===== src/rtl/piso_serializer_pkg.sv =====
// piso_serializer_pkg: shared state encoding and default word width
package piso_serializer_pkg;
  localparam int DEFAULT_WIDTH = 8;
  typedef enum logic {IDLE = 1'b0, SHIFT = 1'b1} state_e;
endpackage


===== src/rtl/piso_serializer_if.sv =====
// piso_serializer_if: load/ready handshake and serial output bundle
interface piso_serializer_if #(parameter int WIDTH = piso_serializer_pkg::DEFAULT_WIDTH);
  logic             load;
  logic [WIDTH-1:0] din;
  logic             ready;
  logic             Q;
  logic             valid;
  logic             done;
  modport master (output load, din, input ready, Q, valid, done);
  modport slave (input load, din, output ready, Q, valid, done);
endinterface


===== src/rtl/piso_serializer_bit_counter.sv =====
// piso_serializer_bit_counter: up-counter with clear, enable and terminal-count flag
module piso_serializer_bit_counter #(
  parameter int WIDTH = 8,
  localparam int CW = $clog2(WIDTH)
) (
  input  logic          clk,
  input  logic          reset,
  input  logic          clr,
  input  logic          en,
  output logic [CW-1:0] cnt,
  output logic          tc
);
  logic [CW-1:0] cnt_q, cnt_d;
  always_comb cnt_d = clr ? '0 : en ? cnt_q + 1'b1 : cnt_q;
  always_ff @(posedge clk)
    if (!reset) cnt_q <= '0;
    else cnt_q <= cnt_d;
  assign cnt = cnt_q;
  assign tc  = cnt_q == CW'(WIDTH - 1);
endmodule


===== src/rtl/piso_serializer.sv =====
// piso_serializer: parallel-in serial-out shifter with load/ready handshake
module piso_serializer
  import piso_serializer_pkg::*;
#(
  parameter int WIDTH     = DEFAULT_WIDTH,
  parameter bit MSB_FIRST = 1'b1,
  localparam int CW = $clog2(WIDTH)
) (
  input logic              clk,
  input logic              reset,
  piso_serializer_if.slave bus
);
  state_e           state_q, state_d;
  logic [WIDTH-1:0] sr_q, sr_d;
  logic             q_q, q_d, valid_q, valid_d, done_q, done_d, ready_q, ready_d;
  logic [CW-1:0]    cnt;
  logic             tc, accept, shifting;
  function automatic logic pick(input logic [WIDTH-1:0] x);
    return MSB_FIRST ? x[WIDTH-1] : x[0];
  endfunction
  function automatic logic [WIDTH-1:0] adv(input logic [WIDTH-1:0] x);
    return MSB_FIRST ? x << 1 : x >> 1;
  endfunction
  piso_serializer_bit_counter #(.WIDTH(WIDTH)) u_cnt (
    .clk(clk), .reset(reset), .clr(accept), .en(shifting), .cnt(cnt), .tc(tc)
  );
  // The first bit is presented on the accept edge, so sr_q always holds the bits still to go.
  always_comb begin
    accept   = state_q == IDLE && bus.load;
    shifting = state_q == SHIFT && !tc;
    state_d  = accept ? SHIFT : (state_q == SHIFT && tc) ? IDLE : state_q;
    sr_d     = accept ? adv(bus.din) : shifting ? adv(sr_q) : sr_q;
    q_d      = accept ? pick(bus.din) : shifting ? pick(sr_q) : 1'b0;
    valid_d  = accept || shifting;
    done_d   = shifting && cnt == CW'(WIDTH - 2);
    ready_d  = state_d == IDLE;
  end
  always_ff @(posedge clk)
    if (!reset) begin
      state_q <= IDLE;
      sr_q    <= '0;
      q_q     <= 1'b0;
      valid_q <= 1'b0;
      done_q  <= 1'b0;
      ready_q <= 1'b1;
    end else begin
      state_q <= state_d;
      sr_q    <= sr_d;
      q_q     <= q_d;
      valid_q <= valid_d;
      done_q  <= done_d;
      ready_q <= ready_d;
    end
  assign bus.Q     = q_q;
  assign bus.valid = valid_q;
  assign bus.done  = done_q;
  assign bus.ready = ready_q;
endmodule


===== src/flat_wrapper.sv =====
// flat-port wrapper written by rule: the top's interface ports become plain ports
module piso_serializer_flat import piso_serializer_pkg::*;
#(
  parameter int WIDTH     = DEFAULT_WIDTH,
  parameter bit MSB_FIRST = 1'b1,
  localparam int CW = $clog2(WIDTH)
)
  (clk, reset, bus_load, bus_din, bus_ready, bus_Q, bus_valid, bus_done);
  piso_serializer_if #(.WIDTH(WIDTH)) bus_i ();
  input logic clk;
  input logic reset;
  input wire logic [$bits(bus_i.load)-1:0] bus_load;
  input wire logic [$bits(bus_i.din)-1:0] bus_din;
  output wire logic [$bits(bus_i.ready)-1:0] bus_ready;
  output wire logic [$bits(bus_i.Q)-1:0] bus_Q;
  output wire logic [$bits(bus_i.valid)-1:0] bus_valid;
  output wire logic [$bits(bus_i.done)-1:0] bus_done;
  assign bus_i.load = bus_load;
  assign bus_i.din = bus_din;
  assign bus_ready = bus_i.ready;
  assign bus_Q = bus_i.Q;
  assign bus_valid = bus_i.valid;
  assign bus_done = bus_i.done;
  piso_serializer #(.WIDTH(WIDTH), .MSB_FIRST(MSB_FIRST)) u_core (.clk(clk), .reset(reset), .bus(bus_i));
endmodule

===== config.mk =====
export PLATFORM = sky130hd
export DESIGN_NAME = piso_serializer_flat
export DESIGN_NICKNAME = d
export VERILOG_FILES = /design/src/rtl/piso_serializer_pkg.sv /design/src/rtl/piso_serializer_if.sv /design/src/rtl/piso_serializer_bit_counter.sv /design/src/rtl/piso_serializer.sv /design/src/flat_wrapper.sv
export SDC_FILE = /design/constraint.sdc
export NUM_CORES = 1
export LEC_CHECK = 0
export CORE_UTILIZATION = 45
export CTS_BUF_LIST = sky130_fd_sc_hd__clkbuf_4 sky130_fd_sc_hd__clkbuf_8
export DETAILED_ROUTE_END_ITERATION = 16
export HOLD_SLACK_MARGIN = 0.12
export PLACE_DENSITY = 0.68
export SKIP_CTS_REPAIR_TIMING = 1
export SLEW_MARGIN = 0
export SYNTH_ARGS = -nofsm -noshare
export SYNTH_HDL_FRONTEND = slang
export SYNTH_SLANG_ARGS = --single-unit
export TNS_END_PERCENT = 100

===== constraint.sdc =====
create_clock -name clk -period 1.45 [get_ports clk]
set_input_delay 0.145 -clock clk [delete_from_list [all_inputs] [get_ports clk]]
set_output_delay 0.145 -clock clk [all_outputs]
set_load 0.01 [all_outputs]

==> results.md <==
- Clock Root Buffer: clkbuf_4
- Antenna violations before repair: 0
- R2R Path Start: u_core.u_cnt.cnt[0]
- Hold-critical path depth: 3
- Layout Cells excl Fill: 98
- Setup repair after global routing missed its margin: false
- GPL Wtd Cong: 0.675
- Num ports: 15
- Syn Area/Cell: roughly 10 sq um
- Count of final setup violators: 0
- Final Power: ~840 uW
- Top_reg_cell synth: dfxtp_1
- Post-layout util: a little under two thirds
- CTS tree: yes
- CP cell instances: ha_1 > ha_1 > nor2b_4 > buf_4 > a22oi_1 > a21boi_1
- Final WL: about 1.2 mm
- Row count: 13
- Slew Limit Fails: 0
- P_leak: about 0.00033 uW
- Pre-Repair DR Iteration Count: 5
- Post-synth top cells: dfxtp_1, nand3_1, a21boi_2, a22oi_2
- CP Buf/Inv Count: 1
- Number of clock sinks: 15
- Total Routing Usage GR: 17.3%
- Vias/cell: roughly 5.3
- Residual DRC: 0
- Top cells by area, synth: dfxtp_1, a22oi_2, nand3_1, a21boi_2, ha_1
- #FFs+latches synth: 15
- Largest net degree at the start of global routing: 20
- Status: finished, final reports clean
- Worst endpoint required time: around 1.6 ns
- Diodes inserted: 0
- Clk_skew: a little under 0.009 ns
- Count leader, synth: dfxtp_1
- Post-synth ARST share: 0%
- Dpl ws: 0.0121 ns
- CP endpoint kind: flop
- Multi-input logic area: between 300 and 400 sq um
- Post-synthesis sequential area ratio: 43.4%
- WP data arrival: about 1.5 ns
- Starting Density: between 50% and 60%
- CTS H-Tree Depth: 1
- CP Max Fanout: 7
- Worst-skew pair later-pin latency: ~0.28 ns
- Hold WS: ~0.43 ns
- Number of global-route vias before repair: between 400 and 500
- Worst R2R End: u_core.sr_q[2]
- Die Width: about 40 microns
- First-pass GRT wire length: between 1.5 and 2 mm
- Maximum clock frequency: around 0.75 GHz
- Sequential Area: about 300 sq um
- Post-synthesis cell type count: 21
- Slowest CP cell: dfxtp_1
- Area leader, netlist: dfxtp_1
- Worst-path clk slew: around 0.090 ns
- Family with the most delay on the worst path: flip-flops
- Startpoint types: flop
- Syn Inst Count: 67
- Hold path start: bus_din[0]
- Via count: roughly 520
- Peak VDD IR: roughly 650 uV
- Number of cells on the worst reg-to-reg path: 6
- Flop-to-flop setup slack: roughly 0.12 ns
- YS warnings: 0
- Core Region: 1370 sq um
- Area growth syn-to-layout: 25.5%
- Number of DRC markers in iteration 0: 14
- Antenna Nets Post-Route: 0
- Final setup margin: about 0.12 ns
- CTS buffer count: 3
- Rel. slew slack: 72.4%
- Top cell type's share of synthesized area: roughly 43%
- Fillers: around 140
- Worst Tran Pin Value: between 0.4 and 0.5 ns
- Worst hold endpoint: u_core.sr_q[1]
- Final hold vios: 0
- Die Span Y: around 41 microns
- Crit path largest cell delay: 0.37 ns
- Syn_nets: slightly above 80
- WS Path Type: flop to flop
- Layout Nets: 98
- Bufs on Longest Clock Path: 2
- Synthesized area: ~690 sq um
- Avg WL per Cell: between 10 and 15 microns
- Placed Cells: 94
- Port Buf Inserts: 14
- Placed wire-length estimate: ~850 microns
- Number of synthesized flops with an enable pin: 0
- Grt ovf: 0
- Die area: ~1700 sq um
- Share of cells above drive strength 1: roughly 25%
- Max-cap viol count: 0
- Power Dens Cells: a little under 1000 nW/um^2
- Period minus WS final: between 1 and 1.5 ns
- CP dominant cell by count: ha_1
- Fin crit share: 91.9%
- Hold crit path type: input port to flop
metrics by stage:
stage | instance area (sq um) | TNS (ns)
6_report | 868 | 0
5_1_grt | 868 | 0
4_1_cts | 861 | -0.0137
3_5_place_dp | 833 | 0
3_3_place_gp | 833 | 0
2_1_floorplan | 692 | 0
layer usage:
metal,vias to the layer above,share of wire (%),wire length [microns],global-route usage (%)
li1,268,-,-,-
met5,-,0,0,0
met1,237,47,570,23.6
met4,0,0,0,4.84
met3,0,5.1,63,8.15
met2,13,48,591,24.2
power by group:
part           total (uW)  switching, uW  internal, uW
clock network         234            132           102
logic                 150           68.4          81.5
registers             453           15.8           437
registers in the layout, indices dropped and copies added (netlist names):
signal            cells
u_core.sr_q           7
u_core.u_cnt.cnt      3
u_core.bus.Q          1
u_core.bus.done       1
u_core.bus.ready      1
u_core.bus.valid      1
u_core.state_q        1
layout by cell type (no fill, tap or decap), drive strengths merged:
cell / instances
clkinv: 1
inv: 1
buf: 4
and2: 2
nand2: 4
clkbuf: 3
nor2b: 3
o22ai: 1
a21boi: 6
o21ai: 3
nand3b: 1
a22oi: 7
nand3: 12
ha: 3
nor2: 1
dfxtp: 15
clkdlybuf4s50: 14
nand2b: 2
worst max path at each step:
stage,start,to,slack (ns),cells after the start
after detailed placement,u_core.u_cnt.cnt[0],u_core.state_q,0.01,5
after global routing,u_core.u_cnt.cnt[0],u_core.sr_q[3],0.03,6
after CTS,u_core.u_cnt.cnt[0],u_core.state_q,-0.006,5
final,u_core.u_cnt.cnt[0],u_core.sr_q[2],0.12,6
after global placement,u_core.u_cnt.cnt[0],u_core.state_q,0.08,5
after floorplan,u_core.u_cnt.cnt[0],u_core.sr_q[3],0.20,6
cells by family after synthesis:
family / count (synthesis) / synth area share (%)
fa+ha+maj: 3 / 5.43
flops: 15 / 43.4
buf+inv: 7 / 7.41
compound gates: 17 / 23.5
simple gates: 25 / 20.3
layout make-up:
| class | count | share of cell area [%] |
|---|---|---|
| clock buffers | 3 | 2.59 |
| clock inverters | 1 | 0.576 |
| inverters | 1 | 0.432 |
| multi-input cells | 45 | 40.1 |
| flip-flops and latches | 15 | 34.6 |
| well taps | 15 | 2.16 |
| repair buffers | 18 | 19.6 |
worst min-delay path: cells and delay by family:
family | cells | cell delay [ns]
AO/OA/AOI/OAI | 1 | 0.06
buffers and inverters | 1 | 0.40
AND/OR/NAND/NOR | 1 | 0.07
Note: power is estimated with default switching activity, not from simulation.
